`config.mk`:
```
export PLATFORM = sky130hd
export DESIGN_NAME = dsp_mix_scheduler
export DESIGN_NICKNAME = d
export VERILOG_FILES = /design/src/rtl/dsp_pkg.sv /design/src/rtl/dsp_saturate.sv /design/src/rtl/dsp_mix_scheduler.sv
export SDC_FILE = /design/constraint.sdc
export NUM_CORES = 1
export LEC_CHECK = 0
export BUFFER_PORTS_ARGS = -buffer_cell sky130_fd_sc_hd__clkbuf_2
export CAP_MARGIN = 25
export CORE_AREA = 2 2 412 414
export CTS_CLUSTER_DIAMETER = 120
export DETAILED_ROUTE_END_ITERATION = 8
export DIE_AREA = 0 0 414 416
export MAX_ROUTING_LAYER = met4
export PLACE_DENSITY_LB_ADDON = 0.3
export SLEW_MARGIN = 40
export SYNTH_ARGS = -nofsm -noshare
export SYNTH_HDL_FRONTEND = slang
export SYNTH_HIERARCHICAL = 1
export SYNTH_SLANG_ARGS = --single-unit
```
`constraint.sdc`:
```
create_clock -name clk_i -period 3.45 [get_ports clk_i]
set_input_delay 0.69 -clock clk_i [delete_from_list [all_inputs] [get_ports clk_i]]
set_output_delay 0.69 -clock clk_i [all_outputs]
set_load 0.02 [all_outputs]
```
`src/rtl/dsp_pkg.sv`:
```
// Shared widths and the scheduler state type for the instrument DSP chain.
package dsp_pkg;
  localparam int WAVE_W    = 24;
  localparam int MULT_W    = 32;
  localparam int DIV_W     = 48;
  localparam int GAIN_W    = 16;
  localparam int PROD_W    = 2 * MULT_W;
  // Q1.15 gain: the product is shifted right by 15 and keeps one extra bit of headroom
  localparam int GAIN_FRAC = 15;
  localparam int CONTRIB_W = WAVE_W + 1;

  typedef enum logic [1:0] {
    S_IDLE,
    S_RUN,
    S_GAIN,
    S_DONE
  } sched_state_t;
endpackage

```
`src/rtl/dsp_saturate.sv`:
```
// Combinational signed clamp from IN_W bits down to OUT_W bits.
// Ports:
//   din_i  - signed input, IN_W bits (IN_W >= OUT_W)
//   dout_o - din_i clamped to [-2^(OUT_W-1), 2^(OUT_W-1)-1]
module dsp_saturate #(
  parameter int IN_W  = 27,
  parameter int OUT_W = 24
) (
  input  logic signed [IN_W-1:0]  din_i,
  output logic signed [OUT_W-1:0] dout_o
);
  localparam logic signed [IN_W-1:0] MAXV = {{(IN_W-OUT_W+1){1'b0}}, {(OUT_W-1){1'b1}}};
  localparam logic signed [IN_W-1:0] MINV = {{(IN_W-OUT_W+1){1'b1}}, {(OUT_W-1){1'b0}}};

  always_comb begin
    dout_o = din_i[OUT_W-1:0];
    if (din_i > MAXV)      dout_o = MAXV[OUT_W-1:0];
    else if (din_i < MINV) dout_o = MINV[OUT_W-1:0];
  end
endmodule

```
`src/rtl/dsp_mix_scheduler.sv`:
```
// Per-sample scheduler: on each sample tick runs the instrument slots in turn,
// time-sharing one multiplier and one divider, applies a Q1.15 gain per slot on
// the same multiplier, and emits one saturated 24-bit mix sample per frame.
// Ports:
//   clk_i, rst_i         clock, synchronous active-high reset
//   sample_tick_i        frame start pulse
//   gain_i               per-slot unsigned Q1.15 gain
//   inst_start_o         level start to the running slot (one-hot or zero)
//   inst_finish_i        per-slot done, wave valid in the same cycle
//   inst_wave_i          per-slot wave output
//   inst_mult_a/b_i      per-slot multiplier operands
//   inst_div_n/d_i       per-slot divider operands
//   mult_a/b_o, mult_p_i shared multiplier operands and product
//   div_n/d_o            shared divider operands
//   mix_out_o, mix_valid_o  mix sample and its update pulse
//   busy_o               frame in progress (through the mix_valid cycle)
//   overrun_o            dropped-tick pulse
//   timeout_err_o, timeout_slot_o  watchdog skip pulse and last skipped slot
module dsp_mix_scheduler
  import dsp_pkg::*;
#(
  parameter int N_INST      = 4,
  parameter int MULT_LAT    = 1,
  parameter int TIMEOUT_CYC = 1024,
  localparam int IDX_W      = (N_INST > 1) ? $clog2(N_INST) : 1
) (
  input  logic                           clk_i,
  input  logic                           rst_i,
  input  logic                           sample_tick_i,
  input  logic [N_INST-1:0][GAIN_W-1:0]  gain_i,
  output logic [N_INST-1:0]              inst_start_o,
  input  logic [N_INST-1:0]              inst_finish_i,
  input  logic [N_INST-1:0][WAVE_W-1:0]  inst_wave_i,
  input  logic [N_INST-1:0][MULT_W-1:0]  inst_mult_a_i,
  input  logic [N_INST-1:0][MULT_W-1:0]  inst_mult_b_i,
  input  logic [N_INST-1:0][DIV_W-1:0]   inst_div_n_i,
  input  logic [N_INST-1:0][DIV_W-1:0]   inst_div_d_i,
  output logic [MULT_W-1:0]              mult_a_o,
  output logic [MULT_W-1:0]              mult_b_o,
  input  logic [PROD_W-1:0]              mult_p_i,
  output logic [DIV_W-1:0]               div_n_o,
  output logic [DIV_W-1:0]               div_d_o,
  output logic [WAVE_W-1:0]              mix_out_o,
  output logic                           mix_valid_o,
  output logic                           busy_o,
  output logic                           overrun_o,
  output logic                           timeout_err_o,
  output logic [IDX_W-1:0]               timeout_slot_o
);
  localparam int ACC_W = CONTRIB_W + $clog2(N_INST);
  localparam int WD_W  = (TIMEOUT_CYC > 1) ? $clog2(TIMEOUT_CYC) : 1;
  localparam int LAT_W = $clog2(MULT_LAT + 2);

  sched_state_t                   state_q, state_d;
  logic [IDX_W-1:0]               idx_q, idx_d;
  logic signed [ACC_W-1:0]        acc_q, acc_d;
  logic [N_INST-1:0][GAIN_W-1:0]  gain_q, gain_d;
  logic [WAVE_W-1:0]              wave_q, wave_d;
  logic [WD_W-1:0]                wd_q, wd_d;
  logic [LAT_W-1:0]               lat_q, lat_d;
  logic [WAVE_W-1:0]              mix_q, mix_d;
  logic                           mix_valid_q, mix_valid_d;
  logic                           overrun_q, overrun_d;
  logic                           to_err_q, to_err_d;
  logic [IDX_W-1:0]               to_slot_q, to_slot_d;

  logic                           last;
  logic signed [CONTRIB_W-1:0]    contrib;
  logic signed [WAVE_W-1:0]       sat_w;
  logic                           unused_p;

  // Q1.15 scaling: bits [39:15] of the product are the scaled wave
  assign contrib  = mult_p_i[GAIN_FRAC +: CONTRIB_W];
  assign unused_p = ^{mult_p_i[PROD_W-1:GAIN_FRAC+CONTRIB_W], mult_p_i[GAIN_FRAC-1:0]};

  dsp_saturate #(.IN_W(ACC_W), .OUT_W(WAVE_W)) u_sat (
    .din_i  (acc_q),
    .dout_o (sat_w)
  );

  always_comb begin
    state_d      = state_q;
    idx_d        = idx_q;
    acc_d        = acc_q;
    gain_d       = gain_q;
    wave_d       = wave_q;
    wd_d         = wd_q;
    lat_d        = lat_q;
    mix_d        = mix_q;
    mix_valid_d  = 1'b0;
    overrun_d    = sample_tick_i && (state_q != S_IDLE);
    to_err_d     = 1'b0;
    to_slot_d    = to_slot_q;
    inst_start_o = '0;
    mult_a_o     = '0;
    mult_b_o     = '0;
    div_n_o      = '0;
    div_d_o      = '0;
    last         = (idx_q == IDX_W'(N_INST - 1));

    unique case (state_q)
      S_IDLE: begin
        if (sample_tick_i) begin
          gain_d  = gain_i;
          acc_d   = '0;
          idx_d   = '0;
          wd_d    = '0;
          state_d = S_RUN;
        end
      end
      S_RUN: begin
        inst_start_o[idx_q] = 1'b1;
        mult_a_o = inst_mult_a_i[idx_q];
        mult_b_o = inst_mult_b_i[idx_q];
        div_n_o  = inst_div_n_i[idx_q];
        div_d_o  = inst_div_d_i[idx_q];
        if (inst_finish_i[idx_q]) begin
          wave_d  = inst_wave_i[idx_q];
          wd_d    = '0;
          lat_d   = '0;
          state_d = S_GAIN;
        end else if (wd_q == WD_W'(TIMEOUT_CYC - 1)) begin
          // Hung slot: skip it with zero contribution, no gain pass
          to_err_d  = 1'b1;
          to_slot_d = idx_q;
          wd_d      = '0;
          if (last) state_d = S_DONE;
          else begin
            idx_d   = idx_q + 1'b1;
            state_d = S_RUN;
          end
        end else begin
          wd_d = wd_q + 1'b1;
        end
      end
      S_GAIN: begin
        mult_a_o = MULT_W'($signed(wave_q));
        mult_b_o = {{(MULT_W-GAIN_W){1'b0}}, gain_q[idx_q]};
        if (lat_q == LAT_W'(MULT_LAT)) begin
          acc_d = acc_q + ACC_W'(contrib);
          if (last) state_d = S_DONE;
          else begin
            idx_d   = idx_q + 1'b1;
            state_d = S_RUN;
          end
        end else begin
          lat_d = lat_q + 1'b1;
        end
      end
      S_DONE: begin
        mix_d       = sat_w;
        mix_valid_d = 1'b1;
        state_d     = S_IDLE;
      end
    endcase
  end

  always_ff @(posedge clk_i) begin
    if (rst_i) begin
      state_q     <= S_IDLE;
      idx_q       <= '0;
      acc_q       <= '0;
      gain_q      <= '0;
      wave_q      <= '0;
      wd_q        <= '0;
      lat_q       <= '0;
      mix_q       <= '0;
      mix_valid_q <= 1'b0;
      overrun_q   <= 1'b0;
      to_err_q    <= 1'b0;
      to_slot_q   <= '0;
    end else begin
      state_q     <= state_d;
      idx_q       <= idx_d;
      acc_q       <= acc_d;
      gain_q      <= gain_d;
      wave_q      <= wave_d;
      wd_q        <= wd_d;
      lat_q       <= lat_d;
      mix_q       <= mix_d;
      mix_valid_q <= mix_valid_d;
      overrun_q   <= overrun_d;
      to_err_q    <= to_err_d;
      to_slot_q   <= to_slot_d;
    end
  end

  assign mix_out_o      = mix_q;
  assign mix_valid_o    = mix_valid_q;
  // mix_valid is registered out of DONE, so busy covers that trailing IDLE cycle too
  assign busy_o         = (state_q != S_IDLE) || mix_valid_q;
  assign overrun_o      = overrun_q;
  assign timeout_err_o  = to_err_q;
  assign timeout_slot_o = to_slot_q;
endmodule

```
# Word level (Yosys, flattened, before mapping)
# Index checks and enable logic that the tools add are counted.
# word_totals
out_inout_bits	194
latch_bits	0
romBits	0
register_bits	160
n_memories	0
wordCells	103
ram_bits	0
# op_classes
n_eq_ne	13
reduce_logical	18
n_mux	47
multipliers	0
shift	0
n_div	0
bitwise_logic	2
add_sub_neg	4
magnitude_cmp	4
# op_table
operator	n
$bmux W48 S2	2
$mux W48	4
$bmux W32 S2	2
$pmux W32 S2	2
$mux W24	3
$mux W32	2
$mux W27	2
$pmux W27 S2	1
$bmux W24 S2	1
$bmux W16 S2	1
$mux W10	3
$add A27 B25 Y27	1
$gt A27 B24 Y1 const B	1
$lt A27 B24 Y1 const B	1
$mux W2	12
$pmux W10 S2	1
$mux W16	1
$ne A2 B2 Y1 const B	6
$reduce_and A3 Y1	4
$add A10 B1 Y10 const B	1
$eq A10 B10 Y1 const B	1
$pmux W2 S4	1
$reduce_bool A2 Y1	4
$eq A2 B2 Y1 const B	3
other kinds (19)	28

# Longest topological paths before layout
# Gate-level depths: netlist (run 1).
# depth
depth_word	5
depth_mapped	12
mapped_depth_nobuf	9

# By module
# The synthesis (run 1) kept the hierarchy.
# by_module_without_submodules
mod	seq_area_each_um2	cells_each	area_each_um2	n_inst
dsp_mix_scheduler	3203.1	1347	13301.5	1
dsp_saturate	0.0	84	589.3	1

# Worst setup path before layout (run 1)
# No wires, ideal clock.
# synth_timing
path_type	input port to flip-flop
start	input mult_p_i[15]
end	register acc_q[24]
setup_ns	0.128
n_path_buf	0
setup_slack_ns	0.678
t_arrival_ns	2.645
stages	9
cell_sequence	ha_1 > fa_1 > a211oi_2 > nor4_2 > nor3_4 > a211oi_2 > a311oi_1 > mux2i_1 > o21ai_1
# synth_between
elab_chain_cells	3
# synth_rtl
element	line	text
start: declaration	dsp_mix_scheduler.sv:40	input logic [PROD_W-1:0] mult_p_i,
$add A27 B25 Y27	dsp_mix_scheduler.sv:140	acc_d = acc_q + ACC_W'(contrib);
$mux W27	dsp_mix_scheduler.sv:139	if (lat_q == LAT_W'(MULT_LAT)) begin
$pmux W27 S2	dsp_mix_scheduler.sv:101	unique case (state_q)
end signal: assignment	dsp_mix_scheduler.sv:162	acc_q <= '0;
end signal: assignment	dsp_mix_scheduler.sv:175	acc_q <= acc_d;
end: declaration	dsp_mix_scheduler.sv:56	logic signed [ACC_W-1:0] acc_q, acc_d;
# Every way passes these cells. The select of a mux whose other input is x is not followed.
# A chain may end at the register's enable or synchronous reset.

# Worst setup path in the final report (run 1)
# layout_timing
start	register state_q[0]
end	output mult_a_o[18]
# layout_between
elab_chain_cells	2
# layout_rtl
element	line	text
start: declaration	dsp_mix_scheduler.sv:54	sched_state_t state_q, state_d;
start signal: assignment	dsp_mix_scheduler.sv:173	state_q <= state_d;
$eq A2 B2 Y1 / $eq A2 B1 Y1 (equally long branches)	dsp_mix_scheduler.sv:101	
$pmux W32 S2 (*)	dsp_mix_scheduler.sv:101	
end: declaration	dsp_mix_scheduler.sv:38	output logic [MULT_W-1:0] mult_a_o,
# Mark *: on every way between the ends. The rest lies on a longest branch, timed or not.

==> results of run 1 <==
==> registers in the layout, indices dropped and copies added (netlist names) <==
| signal | flops |
|---|---|
| mix_valid_o | 1 |
| wd_q | 10 |
| idx_q | 2 |
| acc_q | 27 |
| gain_q | 64 |
| timeout_slot_o | 2 |
| wave_q | 24 |
| overrun_o | 1 |
| mix_out_o | 24 |
| lat_q | 2 |
| timeout_err_o | 1 |
| state_q | 2 |
==> tightest hold or removal path, delay by kind of cell <==
kind	cells	cell delay (ns)
buf+inv	1	0.08
simple gates	1	0.05
compound gates	1	0.05
==> cell type report <==
| cell class | count | area share |
|---|---|---|
| clock inverters | 11 | 0.00433 |
| flip-flops and latches | 160 | 0.142 |
| clock buffers | 21 | 0.0204 |
| inverters | 15 | 0.00250 |
| well taps | 2218 | 0.123 |
| multi-input cells | 1123 | 0.447 |
| diodes | 24 | 0.00266 |
| repair buffers | 1084 | 0.258 |
==> Yosys cell counts, types with 3 or more instances <==
library cell | count | area share
a211o_1 | 3 | 0.0019
a211oi_2 | 3 | 0.0027
a21boi_0 | 23 | 0.012
a21boi_1 | 3 | 0.0016
a21o_1 | 11 | 0.0059
a21oi_1 | 124 | 0.045
a22o_1 | 40 | 0.025
a22oi_1 | 11 | 0.0059
a31oi_1 | 3 | 0.0014
and2_1 | 122 | 0.055
and3_1 | 6 | 0.0027
buf_1 | 15 | 0.0041
buf_2 | 34 | 0.012
buf_6 | 5 | 0.0041
clkbuf_1 | 78 | 0.021
dfxtp_1 | 160 | 0.23
ha_1 | 36 | 0.032
inv_1 | 14 | 0.0038
mux2i_1 | 28 | 0.020
mux4_2 | 201 | 0.33
nand2_1 | 237 | 0.064
nand2b_1 | 4 | 0.0018
nand3_1 | 10 | 0.0036
nand4_1 | 8 | 0.0036
nor2_1 | 76 | 0.021
nor2b_1 | 7 | 0.0032
nor3_1 | 25 | 0.0090
nor3_2 | 5 | 0.0036
nor3b_1 | 4 | 0.0022
nor4_1 | 20 | 0.0090
nor4_2 | 4 | 0.0036
o211ai_1 | 3 | 0.0016
o21ai_0 | 17 | 0.0061
o21ai_1 | 18 | 0.0065
or3_1 | 5 | 0.0023
xnor2_1 | 17 | 0.011
xor2_1 | 10 | 0.0063
==> report_power, final <==
part | switching, mW | internal, mW
clock | 1.00 | 0.980
sequential | 0.0686 | 1.95
combinational | 1.82 | 1.45
total | 2.88 | 4.38
==> cell families (layout without fill, tap and decap cells) <==
kind of cell | count (synthesis) | in the layout | share of synthesized area
AOI/OAI and AO/OA | 283 | 283 | 0.134
muxes | 231 | 231 | 0.348
adders and majority gates | 37 | 37 | 0.0339
and+or+nand+nor | 544 | 545 | 0.191
other | 0 | 24 | 0
xor gates and xnor gates | 27 | 27 | 0.0170
DFF | 160 | 160 | 0.231
buffers and inverters | 149 | 1131 | 0.0464
==> worst max path at each step <==
stage | from | end | cells past startpoint
after global placement | mult_p_i[15] | acc_q[24] | 10
after detailed placement | state_q[0] | mult_b_o[1] | 5
after CTS | state_q[0] | mult_b_o[2] | 6
after floorplan | mult_p_i[15] | acc_q[24] | 9
final | state_q[0] | mult_a_o[18] | 6
after global routing | state_q[0] | mult_b_o[16] | 6
==> metal layers <==
layer  global-route usage  vias to the layer above  wire, um
met4               0.0376                        0      2560
li1                     -                     7339         -
met5                    -                        -         0
met2                0.185                      753     47900
met1                0.135                     7791     40900
met3               0.0270                       84      6330
==> per-stage QoR <==
| stage | hold slack [ns] | setup slack (ns) | cells | instance area [um2] | power [mW] |
|---|---|---|---|---|---|
| after floorplan | 0.433 | 0.678 | 1431 | 13900 | 3.78 |
| after global placement | 0.440 | 0.360 | 4595 | 21800 | 5.34 |
| after detailed placement | 0.444 | 0.374 | 4595 | 21800 | 5.35 |
| after CTS | 0.327 | 0.00905 | 4632 | 22500 | 7.51 |
| after global routing | 0.367 | 0.000611 | 4649 | 22500 | 7.72 |
| final | 0.398 | 0.115 | 4656 | 22600 | 7.26 |
==> timing repair <==
item / 4_1_cts / 5_1_grt
pin swaps: 1 / 0
endpoints found under the setup margin: 52 / 6
gates cloned: 2 / 0
resized for setup: 5 / 6
setup buffers: 3 / 0
==> impl_results.md, run 1 <==
* Status: finished, violations left
* Failing checks: antenna rules
* Final WL at slightly below 100 mm
* ANT nets after route at 1
* Reg-to-Reg Start: idx_q[1]
* Fillers at just under 20000
* Starting density of the core at 0.0826
* Number of enable flip-flop cells after synthesis at 0
* Core area at 0.168 mm2
* Crit-path slowest cell: dfxtp_1
* DRC viols at 0
* Area grow syn2layout at 62.4%
* Gr usage total at 0.113
* FFs w/ async S/R, synth at 0
* Sequential area share after synthesis at 0.231
* Post-layout nets at between 3000 and 4000
* Setup CP Type: reg -> out
* CTS Sinks at between 150 and 200
* Drt initial violations at 794
* Register area at about 0.0032 mm2
* Data required, critical path at about 2.8 ns
* Via Count at around 16000
* Unrepaired setup endpoints after global routing: false
* Actual slew at the worst max-slew pin at around 0.75 ns
* CP bufs+invs at 3
* Tmin final at around 3.3 ns
* Setup crit end kind: output pin
* Max-Cap Viols at 0
* Synthesis warning total at 6
* First-pass GRT wire length at about 130 mm
* Hpwl dp at roughly 82 mm
* CTS buffer count at 17
* HP Class: in -> reg
* Crit-path max FO at 40
* Initial antenna violation count at 38
* Post-Synthesis Cell Area at roughly 0.014 mm2
* Hold Crit Start: gain_i[31]
* CP startpoint kind: flip-flop
* Mapped Cells at 1431
* Area of the multi-input gates at a little over 0.01 mm2
* Max Slew Vio Count at 0
* Largest net degree at the start of global routing at between 100 and 150
* CTS max path bufs at 2
* Most frequent cells in the layout: clkbuf_2 (1023), nand2_1 (234), mux4_2 (201)
* RD Place Congestion at about 0.94
* Vias per cell at about 3.4
* # rows at 151
* Top Family by Delay on Critical Path: buffers and inverters
* Relative slew slack at 0.500
* Top FF cell, synth: dfxtp_1
* Power Dens Cells at 322 mW/mm2
* Critical-path cell list: inv_1 -> ha_2 -> and2_2 -> buf_12 -> a22o_1 -> clkbuf_2
* Worst r2r path cells at 7
* Register-to-register setup slack at between 0.8 and 0.9 ns
* IO Pins at 1065
* Share of layout cells above drive strength 1 at 0.563
* Skew final at approximately 0.016 ns
* Arrival time at the worst endpoint at ~2.6 ns
* Hold-critical path endpoint: gain_q[31]
* Hold_buf cts at 0
* Finished Core Util at 0.134
* CTS tree: built
* Mean Syn Cell Area at ~9.7 um2
* Setup Viol. Count Final at 0
* Die Height at roughly 420 um
* Leak at about 9.4 nW
* F_max at roughly 0.3 GHz
* Worst-skew pair later-pin latency at roughly 0.51 ns
* Reg clk slew, reported paths at 0.08 ns
* VDD IR max at 0.000349 V
* Gr ovfl total at 0
* Syn_nets at between 2000 and 2500
* Die Width at just over 400 um
* Critical Path Max Stage Delay at approximately 0.47 ns
* IO Port Bufs at 1025
* Worst hold stages at 3
* FF-to-FF End: wd_q[5]
* Hold Violations, Final at 0
* Number of global-route vias before repair at ~16000
* Die area at roughly 0.17 mm2
* Synth unique cells at between 70 and 80
* Routed wire length per instance at between 20 and 25 um
* Commonest non-fill, non-tap cell in the layout: clkbuf_2
* DRT Pass-1 Iters at 8
* Number of synthesized register bits at 160
* CTS H-tree lvls at 4
* Final worst-path cycle share at 0.967
* Post-Route Setup TNS at 0 ns
* Root Driver: clkbuf_16
Power figures use the tool's default switching activity.
==> run 2: changes to the inputs <==
--- a/config.mk
+++ b/config.mk
@@ -7,10 +7,10 @@
 export LEC_CHECK = 0
 export BUFFER_PORTS_ARGS = -buffer_cell sky130_fd_sc_hd__clkbuf_2
 export CAP_MARGIN = 25
-export CORE_AREA = 2 2 412 414
+export CORE_AREA = 2 2 409 411
 export CTS_CLUSTER_DIAMETER = 120
 export DETAILED_ROUTE_END_ITERATION = 8
-export DIE_AREA = 0 0 414 416
+export DIE_AREA = 0 0 411 413
 export MAX_ROUTING_LAYER = met4
 export PLACE_DENSITY_LB_ADDON = 0.3
 export SLEW_MARGIN = 40
==> constraint.sdc (replaced) <==
create_clock -name clk_i -period 3 [get_ports clk_i]
set_input_delay 0.6 -clock clk_i [delete_from_list [all_inputs] [get_ports clk_i]]
set_output_delay 0.6 -clock clk_i [all_outputs]
set_load 0.02 [all_outputs]
==> impl_results.md, run 2 (synthesis results as in run 1) <==
* Crit-path slowest cell: mux4_2
* HP Class: in -> reg
* Setup crit end kind: output pin
* DRC viols at 0 (unchanged)
* Hold Violations, Final at 0 (unchanged)
* VDD IR max at 0.000315 V (-9.8%)
* Min Hold Slack at 0.320 ns (-0.0778 ns)
* Max Slew Vio Count at 0 (unchanged)
* Worst path most repeated cell: buf_16
* Core area at 0.166 mm2 (-1.3%)
* Final WL at 102 mm (+4.5%)
* F_max at 0.333 GHz
* RD Place Congestion at 0.896 (-4.8%)
* DRT Pass-1 Iters at 7 (-1)
* Gr ovfl total at 0 (unchanged)
* Largest net degree at the start of global routing at 99 (-10%)
* CTS H-tree lvls at 4 (unchanged)
* Post-Route Setup TNS at -0.00237 ns (-0.00237 ns)
* Power Dens Cells at 367 mW/mm2 (+14%)
* ANT nets after route at 0 (-1)
* Actual slew at the worst max-slew pin at 0.719 ns (-0.0313 ns)
* Initial antenna violation count at 63 (+66%)
* Crit-path max FO at 6 (-85%)
* FF-to-FF End: timeout_slot_o[1]
* Critical Path Max Stage Delay at 0.59 ns (+0.12 ns)
* Commonest non-fill, non-tap cell in the layout: clkbuf_2
* Setup CP Type: reg -> out
* Tmin final at roughly 3 ns
* Area grow syn2layout at 69.9%
* Skew final at 0.0211 ns (+0.00464 ns)
* Critical-path cell list: buf_16 -> buf_16 -> buf_6 -> mux4_2 -> a22o_4 -> buf_8
* Reg-to-Reg Start: idx_q[0]
* Final worst setup slack at -0.00237 ns (-0.118 ns)
* CP startpoint kind: flip-flop
* Relative slew slack at 0.520 (+0.0199)
* # rows at 150 (-0.66%)
* Drt initial violations at 1041 (+31%)
* Starting density of the core at 0.0837 (+0.00112)
* Failing checks: setup timing
* CTS Sinks at 160 (unchanged)
* IO Port Bufs at 1025 (unchanged)
* Die Width at 411 um (-0.72%)
* Placed cell area at 0.0222 mm2 (+1.9%)
* Largest registers: gain_q x64, acc_q x27
* Reg clk slew, reported paths at 0.07 ns (about the same)
* Hpwl dp at 87.2 mm (+6.6%)
* CTS tree: built
* Reg with most FFs: gain_q
* Max-Cap Viols at 0 (unchanged)
* Vias per cell at 3.50 (+2.0%)
* Final worst-path cycle share at 1.00
* Most frequent cells in the layout: clkbuf_2 (996), nand2_1 (230), mux4_2 (201)
* Via Count at 16500 (+3.1%)
* Crit path to: mult_a_o[15]
* Data required, critical path at 2.40 ns (-0.36 ns)
* Share of layout cells above drive strength 1 at 0.578 (+0.0149)
* Hold_buf cts at 0 (unchanged)
* Worst-skew pair later-pin latency at 0.50 ns (about the same)
* Post-layout nets at 3366 (+1.7%)
* Final instance area at 0.0236 mm2 (+4.6%)
* CTS buffer count at 17 (unchanged)
* Finished Core Util at 0.142 (+0.00805)
* Leak at 9.91 nW (+5.2%)
* Setup Viol. Count Final at 1 (+1)
* Root Driver: clkbuf_16
* Unrepaired setup endpoints after global routing: true
* Gr usage total at 0.117 (+0.00425)
* Critical path launch point: idx_q[0]
* Number of global-route vias before repair at 16000 (-0.58%)
* Die area at 0.170 mm2 (-1.4%)
* IO Pins at 1065 (unchanged)
* Number of flip-flops in the largest register at 64 (unchanged)
* Die Height at 413 um (-0.72%)
* Register-to-register setup slack at 0.29 ns (-0.53 ns)
* Routed wire length per instance at 21.7 um (+3.4%)
* Worst r2r path cells at 8 (+1)
* Status: finished, violations left
* Arrival time at the worst endpoint at 2.40 ns (-0.24 ns)
* First-pass GRT wire length at 133 mm (+0.82%)
* CTS max path bufs at 2 (unchanged)
-- run 2: layout make-up --
class | count | area (um2)
Clock inverter | 13 | 125
Multi-Input combinational cell | 1122 | 10200
Timing Repair Buffer | 1142 | 6760
Inverter | 15 | 56.3
Antenna cell | 30 | 75.1
Clock buffer | 19 | 454
Tap cell | 2204 | 2760
Fill cell | 19000 | 142000
Sequential cell | 160 | 3210
-- run 2: through the flow --
stage	std cells	total power, mW	worst slack, ns
2_1_floorplan	1431	4.35	0.318
3_3_place_gp	4611	6.16	-0.0182
3_5_place_dp	4611	6.17	0.0336
4_1_cts	4672	8.80	-0.0981
5_1_grt	4703	9.13	-0.0550
6_report	4705	8.65	-0.00237
-- run 2: where the power goes --
part	total (mW)	internal [mW]	switching [mW]
clock	2.30	1.20	1.10
combinational	4.03	1.91	2.12
sequential	2.32	2.24	0.0725
total	8.65	5.36	3.29
-- run 2: worst min-delay path by stage --
stage | startpoint | endpoint | slack, ns | depth (start not counted)
2_1_floorplan | gain_q[32] | gain_q[32] | 0.43 | 2
3_3_place_gp | gain_q[36] | gain_q[36] | 0.44 | 2
3_5_place_dp | gain_q[51] | gain_q[51] | 0.45 | 2
4_1_cts | gain_i[48] | gain_q[48] | 0.26 | 3
5_1_grt | gain_i[58] | gain_q[58] | 0.30 | 3
6_report | gain_i[48] | gain_q[48] | 0.32 | 3
-- run 2: what timing repair did --
action                                  in CTS  in global routing
buffers inserted                            25                  2
gates cloned                                 4                  1
pin swaps                                    6                  3
endpoints found under the setup margin      99                 40
resized for setup                           54                 31
hold endpoints to repair                     0                  0
-- run 2: routing by layer --
metal / up-vias / wire [um] / global-route usage
met5: - / 0 / -
met4: 0 / 1960 / 0.0325
met3: 92 / 8810 / 0.0438
met2: 891 / 48700 / 0.186
met1: 8006 / 42700 / 0.137
li1: 7467 / - / -
-- run 2: worst max-delay path, delay by kind of cell, from the launching register on --
family | cells | cell delay [ns]
buffers and inverters | 4 | 0.58
muxes | 1 | 0.59
AOI/OAI and AO/OA | 1 | 0.29
DFF | 1 | 0.42
==> run 3: changes to the inputs <==
--- a/config.mk
+++ b/config.mk
@@ -6,11 +6,10 @@
 export NUM_CORES = 1
 export LEC_CHECK = 0
 export BUFFER_PORTS_ARGS = -buffer_cell sky130_fd_sc_hd__clkbuf_2
-export CAP_MARGIN = 25
-export CORE_AREA = 2 2 409 411
+export CORE_AREA = 2 2 412 414
 export CTS_CLUSTER_DIAMETER = 120
 export DETAILED_ROUTE_END_ITERATION = 8
-export DIE_AREA = 0 0 411 413
+export DIE_AREA = 0 0 414 416
 export MAX_ROUTING_LAYER = met4
 export PLACE_DENSITY_LB_ADDON = 0.3
 export SLEW_MARGIN = 40
==> constraint.sdc (replaced) <==
create_clock -name clk_i -period 2.9 [get_ports clk_i]
set_input_delay 0.58 -clock clk_i [delete_from_list [all_inputs] [get_ports clk_i]]
set_output_delay 0.58 -clock clk_i [all_outputs]
set_load 0.02 [all_outputs]
==> impl_results.md, run 3 (synthesis results as in run 1) <==
* Reg clk slew, reported paths at 0.10 ns (+0.03 ns)
* Hold Crit Start: gain_i[5]
* Setup Viol. Count Final at 1 (unchanged)
* Reg with most FFs: gain_q
* Initial antenna violation count at 44 (-30%)
* Min Hold Slack at 0.270 ns (-0.0501 ns)
* FF-to-FF End: acc_q[24]
* First-pass GRT wire length at 135 mm (+2.2%)
* HP Class: in -> reg
* Actual slew at the worst max-slew pin at 0.742 ns (+0.0224 ns)
* Critical Path Max Stage Delay at 0.65 ns (+0.06 ns)
* Data required, critical path at 2.32 ns (-0.08 ns)
* Via Count at 16400 (-0.35%)
* Die Height at 416 um (+0.73%)
* Setup crit end kind: output pin
* Critical-path cell list: buf_12 -> buf_6 -> mux4_2 -> a22o_1 -> clkbuf_2
* Largest registers: gain_q x64, acc_q x27
* Routed wire length per instance at 21.9 um (+0.80%)
* Tmin final at between 2 and 3 ns
* DR top layer: met4
* Die area at 0.172 mm2 (+1.5%)
* Final worst setup slack at -0.00126 ns (+0.00110 ns)
* WL met3 at 8.71 mm (-1.1%)
* Leak at 10.1 nW (+1.7%)
* Vias per cell at 3.49 (-0.33%)
* CTS Sinks at 160 (unchanged)
* Final WL at 103 mm (+0.77%)
* Reg-to-Reg Start: acc_q[0]
* Tot Pwr at 9.35 mW (+8.1%)
* CTS buffer count at 17 (unchanged)
* DR WL met2 at 49.3 mm (+1.2%)
* Failing checks: setup timing
* F_max at 0.345 GHz
* Worst hold stages at 3 (unchanged)
* Placed cell area at 0.0223 mm2 (+0.40%)
* Gr usage total at 0.116 (-0.000576)
* Largest net degree at the start of global routing at 85 (-14%)
* # rows at 151 (+0.67%)
* Max-Cap Viols at 0 (unchanged)
* CP startpoint kind: flip-flop
* Skew final at 0.0228 ns (+0.00167 ns)
* CTS H-tree lvls at 4 (unchanged)
* CTS max path bufs at 2 (unchanged)
* DRT Pass-1 Iters at 5 (-2)
* Post-route insts no fill at 4704 (-0.021%)
* VDD IR max at 0.000390 V (+24%)
* Hpwl dp at 82.7 mm (-5.2%)
* Core area at 0.168 mm2 (+1.4%)
* Hold_buf cts at 0 (unchanged)
* IO Port Bufs at 1025 (unchanged)
* ANT nets after route at 0 (unchanged)
* Unrepaired setup endpoints after global routing: true
* Root Driver: clkbuf_16
* Power Dens Cells at 387 mW/mm2 (+5.6%)
* Commonest non-fill, non-tap cell in the layout: clkbuf_2
* Gr ovfl total at 0 (unchanged)
* Relative slew slack at 0.506 (-0.0139)
* Number of flip-flops in the largest register at 64 (unchanged)
* Hold-critical path endpoint: gain_q[5]
* Area grow syn2layout at 73.9%
* Worst r2r path cells at 9 (+1)
* Status: finished, violations left
* Final instance area at 0.0242 mm2 (+2.4%)
* Final worst-path cycle share at 1.00
* Met1 Wirelength at 42.0 mm (-1.5%)
* Die Width at 414 um (+0.73%)
* IO Pins at 1065 (unchanged)
* Share of layout cells above drive strength 1 at 0.599 (+0.0206)
* Max Slew Vio Count at 0 (unchanged)
* Placed Instances at 4618 (+0.15%)
* Number of global-route vias before repair at 16600 (+3.5%)
* Setup CP Type: reg -> out
* Register-to-register setup slack at 0.31 ns (+0.02 ns)
* Drt initial violations at 994 (-4.5%)
* RD Place Congestion at 0.969 (+8.1%)
* Arrival time at the worst endpoint at 2.32 ns (-0.08 ns)
* Starting density of the core at 0.0826 (-0.00112)
* Post-layout nets at 3356 (-0.30%)
* Crit-path slowest cell: mux4_2
* DRC viols at 0 (unchanged)
* Worst-skew pair later-pin latency at 0.52 ns (+0.02 ns)
* Hold Violations, Final at 0 (unchanged)
* CTS tree: built
* Most frequent cells in the layout: clkbuf_2 (962), nand2_1 (217), mux4_2 (201)
* Crit-path max FO at 12 (+6)
## run 3: cell types whose count changed in the layout (fill, tap and decap cells not counted), moves of 5 or more
cell / before / now
diode_2: 30 / 25
and2_4: 4 / 44
buf_12: 27 / 36
nand2_2: 7 / 18
buf_16: 10 / 15
and2_1: 115 / 76
nand2_1: 230 / 217
buf_4: 80 / 65
clkbuf_2: 996 / 962
buf_2: 3 / 8
buf_6: 9 / 26
## run 3: worst max path at each step
| stage | start | end |
|---|---|---|
| finish | idx_q[0] | mult_a_o[15] |
| global route | idx_q[0] | div_n_o[12] |
| detailed placement | mult_p_i[15] | acc_q[24] |
| global placement | mult_p_i[15] | acc_q[24] |
| CTS | idx_q[0] | div_n_o[15] |
| floorplan | mult_p_i[15] | acc_q[24] |
## run 3: power breakdown
part	leakage (nW)	internal [mW]	switching, mW	total [mW]
Combinational	8.50	2.21	2.33	4.54
Clock	0.281	1.15	1.26	2.41
Sequential	1.30	2.32	0.0771	2.40
## run 3: critical path: cells and delay by family, from the launching register on
kind / cells / cell delay (ns)
buffers and inverters: 3 / 0.50
flip-flops: 1 / 0.40
multiplexers: 1 / 0.65
AO/OA/AOI/OAI: 1 / 0.24
## run 3: through the flow
| stage | setup slack [ns] | setup TNS (ns) | util |
|---|---|---|---|
| 2_1_floorplan | 0.238 | 0 | - |
| 3_3_place_gp | -0.115 | -0.176 | 0.133 |
| 3_5_place_dp | -0.0342 | -0.0342 | 0.133 |
| 4_1_cts | -0.102 | -2.02 | 0.141 |
| 5_1_grt | -0.0759 | -1.66 | 0.144 |
| 6_report | -0.00126 | -0.00126 | 0.144 |
## run 3: metal layers
| layer | up-vias | global-route usage |
|---|---|---|
| met5 | - | - |
| met4 | 0 | 0.0379 |
| met3 | 94 | 0.0380 |
| met2 | 846 | 0.189 |
| met1 | 8023 | 0.135 |
| li1 | 7435 | - |
## run 3: what timing repair did
action / 4_1_cts / 5_1_grt
pin swaps: 7 / 14
gates cloned: 9 / 5
hold endpoints to repair: 0 / 0
setup endpoints to repair: 135 / 75
resized for setup: 92 / 135
buffers inserted: 12 / 3
## run 3: cell type report
| type | instances | area [um2] |
|---|---|---|
| Fill cell | 19300 | 144000 |
| Multi-Input combinational cell | 1122 | 10300 |
| Clock buffer | 17 | 425 |
| Sequential cell | 160 | 3210 |
| Timing Repair Buffer | 1132 | 7140 |
| Antenna cell | 25 | 62.6 |
| Clock inverter | 15 | 170 |
| Inverter | 15 | 56.3 |
| Tap cell | 2218 | 2780 |
